### config.mk
export PLATFORM = sky130hd
export DESIGN_NAME = memory_arbiter
export DESIGN_NICKNAME = d
export VERILOG_FILES = /design/src/rtl/cpu_types_pkg.sv /design/src/rtl/memory_arbiter_rr_picker.sv /design/src/rtl/memory_arbiter.sv
export SDC_FILE = /design/constraint.sdc
export NUM_CORES = 1
export LEC_CHECK = 0
export ABC_AREA = 1
export BUFFER_PORTS_ARGS = -buffer_cell sky130_fd_sc_hd__buf_2
export CAP_MARGIN = 20
export CORE_AREA = 2 2 166 168
export DETAILED_ROUTE_END_ITERATION = 6
export DIE_AREA = 0 0 168 170
export PLACE_DENSITY = 0.46
export SLEW_MARGIN = 40
export SYNTH_ARGS = -nofsm -noshare
export SYNTH_HDL_FRONTEND = slang
export SYNTH_SLANG_ARGS = --single-unit
### constraint.sdc
create_clock -name CLK -period 1.9 [get_ports CLK]
set_clock_uncertainty 0.2 [all_clocks]
set_input_delay 0.095 -clock CLK [delete_from_list [all_inputs] [get_ports CLK]]
set_output_delay 0.095 -clock CLK [all_outputs]
set_load 0.01 [all_outputs]
### src/rtl/cpu_types_pkg.sv
// Shared CPU/memory-system types: word, RAM handshake state and the arbiter FSM state.
package cpu_types_pkg;

  typedef logic [31:0] word_t;

  typedef enum logic [1:0] {
    FREE   = 2'd0,
    BUSY   = 2'd1,
    ACCESS = 2'd2,
    ERROR  = 2'd3
  } ramstate_t;

  typedef enum logic {
    IDLE = 1'b0,
    XFER = 1'b1
  } arb_state_t;

  // Index wrap for a rotating pointer that never exceeds 2*n-1.
  function automatic int rr_wrap(input int idx, input int n);
    return (idx >= n) ? idx - n : idx;
  endfunction

endpackage

### src/rtl/memory_arbiter_rr_picker.sv
// Round-robin requester picker: rr_cpu first, then ascending with wrap; the D-port wins within a CPU.
module rr_picker #(
  parameter  int CPUS = 2,
  localparam int CW   = (CPUS > 1) ? $clog2(CPUS) : 1
) (
  input  logic [CPUS-1:0] req_i,
  input  logic [CPUS-1:0] req_d,
  input  logic [CW-1:0]   rr_cpu,
  output logic            grant_vld,
  output logic [CW-1:0]   grant_cpu,
  output logic            grant_is_d
);
  import cpu_types_pkg::*;

  logic [CW-1:0] cidx;

  always_comb begin
    grant_vld  = 1'b0;
    grant_cpu  = '0;
    grant_is_d = 1'b0;
    cidx       = '0;
    for (int k = 0; k < CPUS; k++) begin
      cidx = CW'(rr_wrap(int'(rr_cpu) + k, CPUS));
      if (!grant_vld && (req_d[cidx] || req_i[cidx])) begin
        grant_vld  = 1'b1;
        grant_cpu  = cidx;
        grant_is_d = req_d[cidx];
      end
    end
  end

endmodule

### src/rtl/memory_arbiter.sv
// Multicore shared-RAM arbiter: registered IDLE/XFER grant FSM serializing I-fetches, loads and stores.
module memory_arbiter
  import cpu_types_pkg::*;
#(
  parameter  int CPUS = 2,
  localparam int CW   = (CPUS > 1) ? $clog2(CPUS) : 1
) (
  input  logic                CLK,
  input  logic                nRST,
  input  logic [CPUS-1:0]     iREN,
  input  word_t [CPUS-1:0]    iaddr,
  input  logic [CPUS-1:0]     dREN,
  input  logic [CPUS-1:0]     dWEN,
  input  word_t [CPUS-1:0]    daddr,
  input  word_t [CPUS-1:0]    dstore,
  output logic [CPUS-1:0]     iwait,
  output logic [CPUS-1:0]     dwait,
  output word_t [CPUS-1:0]    iload,
  output word_t [CPUS-1:0]    dload,
  output logic                ramREN,
  output logic                ramWEN,
  output word_t               ramaddr,
  output word_t               ramstore,
  input  word_t               ramload,
  input  ramstate_t           ramstate
);

  arb_state_t      state;
  logic [CW-1:0]   rr_cpu;
  logic [CW-1:0]   grant_cpu;
  logic            grant_is_d;
  logic            grant_wen;
  word_t           grant_addr;
  word_t           grant_store;

  logic [CPUS-1:0] dreq;
  logic            pick_vld;
  logic [CW-1:0]   pick_cpu;
  logic            pick_is_d;
  logic            xfer;
  logic            still_req;
  logic            done;

  assign dreq = dREN | dWEN;

  rr_picker #(.CPUS(CPUS)) u_picker (
    .req_i      (iREN),
    .req_d      (dreq),
    .rr_cpu     (rr_cpu),
    .grant_vld  (pick_vld),
    .grant_cpu  (pick_cpu),
    .grant_is_d (pick_is_d)
  );

  // A granted requester that drops its enable mid-transfer aborts without completing.
  assign xfer      = (state == XFER);
  assign still_req = grant_is_d ? dreq[grant_cpu] : iREN[grant_cpu];
  assign done      = xfer && still_req && (ramstate == ACCESS);

  always_ff @(posedge CLK or negedge nRST) begin
    if (!nRST) begin
      state       <= IDLE;
      rr_cpu      <= '0;
      grant_cpu   <= '0;
      grant_is_d  <= 1'b0;
      grant_wen   <= 1'b0;
      grant_addr  <= '0;
      grant_store <= '0;
    end else begin
      case (state)
        IDLE: begin
          if (pick_vld) begin
            state       <= XFER;
            grant_cpu   <= pick_cpu;
            grant_is_d  <= pick_is_d;
            grant_addr  <= pick_is_d ? daddr[pick_cpu] : iaddr[pick_cpu];
            grant_store <= dstore[pick_cpu];
            grant_wen   <= pick_is_d & dWEN[pick_cpu];
          end
        end
        XFER: begin
          if (!still_req) begin
            state <= IDLE;
          end else if (ramstate == ACCESS) begin
            state  <= IDLE;
            rr_cpu <= CW'(rr_wrap(int'(grant_cpu) + 1, CPUS));
          end
        end
        default: state <= IDLE;
      endcase
    end
  end

  // RAM drive and completion routing; BUSY/ERROR simply keep the same request on the bus.
  always_comb begin
    ramWEN   = xfer & grant_is_d & grant_wen;
    ramREN   = xfer & ~(grant_is_d & grant_wen);
    ramaddr  = xfer ? grant_addr  : '0;
    ramstore = xfer ? grant_store : '0;
    iwait    = '1;
    dwait    = '1;
    iload    = '0;
    dload    = '0;
    if (done) begin
      if (grant_is_d) begin
        dwait[grant_cpu] = 1'b0;
        dload[grant_cpu] = ramload;
      end else begin
        iwait[grant_cpu] = 1'b0;
        iload[grant_cpu] = ramload;
      end
    end
  end

endmodule

==> flow_summary.yaml <==
pwr:
  p_per_area_nw_per_um2: 1210
  ir_drop_mv: 0.681
  leakage_nw: 7.51
worst_setup_path:
  cp-start-kind: "flop"
  cp-startpoint: "grant_is_d"
  worstPathRequired_ps: 1600
  crit_arrival_ps: 1920
  timing.rr.start: "rr_cpu"
  worstSetupPathType: "flop to output port"
  path_max_fanout: 16
  endpoint_kind: "output port"
clock_network:
  insertion_delay_ps: 340
  htree_num_levels: 3
  cts_made_buffers: 9
  cts-root-buf: "clkbuf_16"
  cts_tree: "yes"
  clock_sinks: 69
  ctsLongestPathBuffers: 2
  clkTransAtPathRegs_ps: 60
grt:
  track_usage_pct: 19.7
  antenna_found_initial: 5
  first_global_vias: 8467
  grt_overflow: 0
  grt_pass1_wl_microns: 44300
  grt_max_degree: 67
timing:
  fin_tns_setup_ps: -33630
  rsz0062_at_grt: "true"
  setup_ws_ps: -313
  worstMarginPinSlew_ps: 501
  fin_crit_sh_pct: 116
  setup_viol: 176
  maxSlewViolCount: 0
  min_period_ps: 2210
  hold_violations: 3
  max_freq_mhz: 452
  maxSlewHeadroom_pct: 66.6
  timing.hold.ws_ps: -2.57
floorplanning:
  fp-row-count: 60
  initial_core_util_pct: 22.0
  die-area_sq_um: 28600
  die_h_microns: 170
  ios: 432
  die_x_microns: 168
  core_area_sq_um: 26700
final_layout:
  final_util_pct: 46.7
  layout_commonest_cell: "buf_2"
  nFillCells: 2695
  seqCellArea_sq_um: 1730
  nets: 1929
  layout-drive-gt1-share_pct: 41.6
  syn_to_final_growth_pct: 113
  multi_input_area_sq_um: 3610
  final_cell_mix: "411 x buf_2, 268 x nand2_1, 229 x inv_1, 171 x dlygate4sd3_1, 120 x nor2_1"
placed_design:
  dp_hpwl_microns: 20700
  io_buffers: 431
  place.gp.congestion: 0.883
run:
  max_cap_violations: 0
routing:
  drc: 0
  drt-pass1-iter-count: 5
  ant_nets: 0
  drt-vias-per-instance: 4.45
  drtIter0Drc: 401
  avgRoutedWirePerCell_microns: 16.5
  vias: 9091
  finalWirelength_microns: 33700
min_path:
  min-delay-path-class: "input pin to flop"
  hold_start: "iaddr[36]"
synthesis:
  synth_area_sq_um: 5850
  ys_seq_elements: 69
  synth-seq-area-share_pct: 29.5
  synthCells: 1059
  yosysUniqueCellTypes: 22
  synth_area_per_cell_sq_um: 5.53
  yosysWarnings: 0
  syn_nets: 1293
outcome:
  violations: "negative hold slack, negative setup slack"
  status: "complete, but fails checks"
-- cells by family (layout without fill, tap and decap cells) --
family / count (synthesis) / after routing / share of synthesized area (%)
compound gates: 74 / 74 / 6.67
other cells: 0 / 5 / 0
simple gates: 612 / 614 / 42.6
flops: 69 / 69 / 29.5
buf+inv: 304 / 942 / 21.2
-- synth_stat cells --
cell | n | area share, %
a21oi_1 | 53 | 4.5
a21oi_2 | 1 | 0.15
buf_1 | 1 | 0.064
buf_2 | 39 | 3.3
buf_4 | 8 | 1.0
buf_6 | 3 | 0.58
clkbuf_1 | 16 | 1.0
clkbuf_2 | 1 | 0.085
dfrtp_1 | 69 | 29
inv_1 | 234 | 15
inv_2 | 2 | 0.13
nand2_1 | 309 | 20
nand2_2 | 1 | 0.11
nand3_1 | 131 | 11
nand3b_4 | 1 | 0.34
nand4_1 | 3 | 0.32
nor2_1 | 164 | 11
nor2_2 | 2 | 0.21
nor3_1 | 1 | 0.085
o21ai_0 | 15 | 1.3
o21ai_1 | 4 | 0.34
o31ai_4 | 1 | 0.36
-- per-stage QoR --
stage	instance area (sq um)	total power [mW]	setup WS [ps]	std cells
after detailed placement	8640	10.3	-76.2	1804
after CTS	10700	12.5	-273	1996
after global placement	8640	10.3	-50.5	1804
after floorplan	5850	7.21	152	1059
final	12400	15.1	-313	2045
after global routing	12400	16.2	-429	2042
-- routing by layer --
metal | track usage (%) | wire length [microns]
met5 | 0 | 9
met4 | 7.52 | 1220
met3 | 4.07 | 2180
met2 | 36.9 | 17400
met1 | 21.8 | 12900
-- worst max-delay path, stage by stage (launching register included) --
cell	delay (ps)
dfrtp_2	470
inv_2	90
nor2_2	50
a21oi_2	160
buf_4	140
nand4_1	90
buf_6	160
clkbuf_16	180
nor2_1	110
buf_2	140
-- timing repair --
action | in CTS | in global routing
endpoints found under the hold margin | 135 | 0
setup endpoints to repair | 196 | 197
gates resized for setup | 11 | 234
cloned | 1 | 31
setup buffers | 5 | 14
hold buffers | 171 | 0
pin swaps | 0 | 58
-- final cells by class --
class / count / area share, %
Inverter: 236 / 7.24
Timing Repair Buffer: 691 / 43.9
Multi-Input combinational cell: 688 / 29.1
Clock buffer: 9 / 1.81
Tap cell: 341 / 3.43
Antenna cell: 5 / 0.101
Sequential cell: 69 / 13.9
Clock inverter: 6 / 0.523
-- registers in the layout (all words and copies together) (netlist names) --
name / count
grant_is_d: 1
grant_wen: 1
grant_store: 32
rr_cpu: 1
grant_addr: 32
state: 1
grant_cpu: 1
-- where the power goes --
part / internal, mW / switching, mW / total, mW
clock network: 1.01 / 0.713 / 1.72
logic: 4.75 / 5.89 / 10.6
registers: 2.24 / 0.463 / 2.71
total: 8.00 / 7.06 / 15.1
-- final timing paths --
check,endpoint,slack [ps],depth (start not counted)
hold / removal,grant_addr[4],-3,7
setup / recovery,dload[9],-310,9
hold reg to reg,grant_addr[19],270,2
setup reg to reg,grant_wen,-80,11
min in group asynchronous,grant_addr[7],40,2
max in group asynchronous,state,840,3
(Power assumes the default switching activity.)
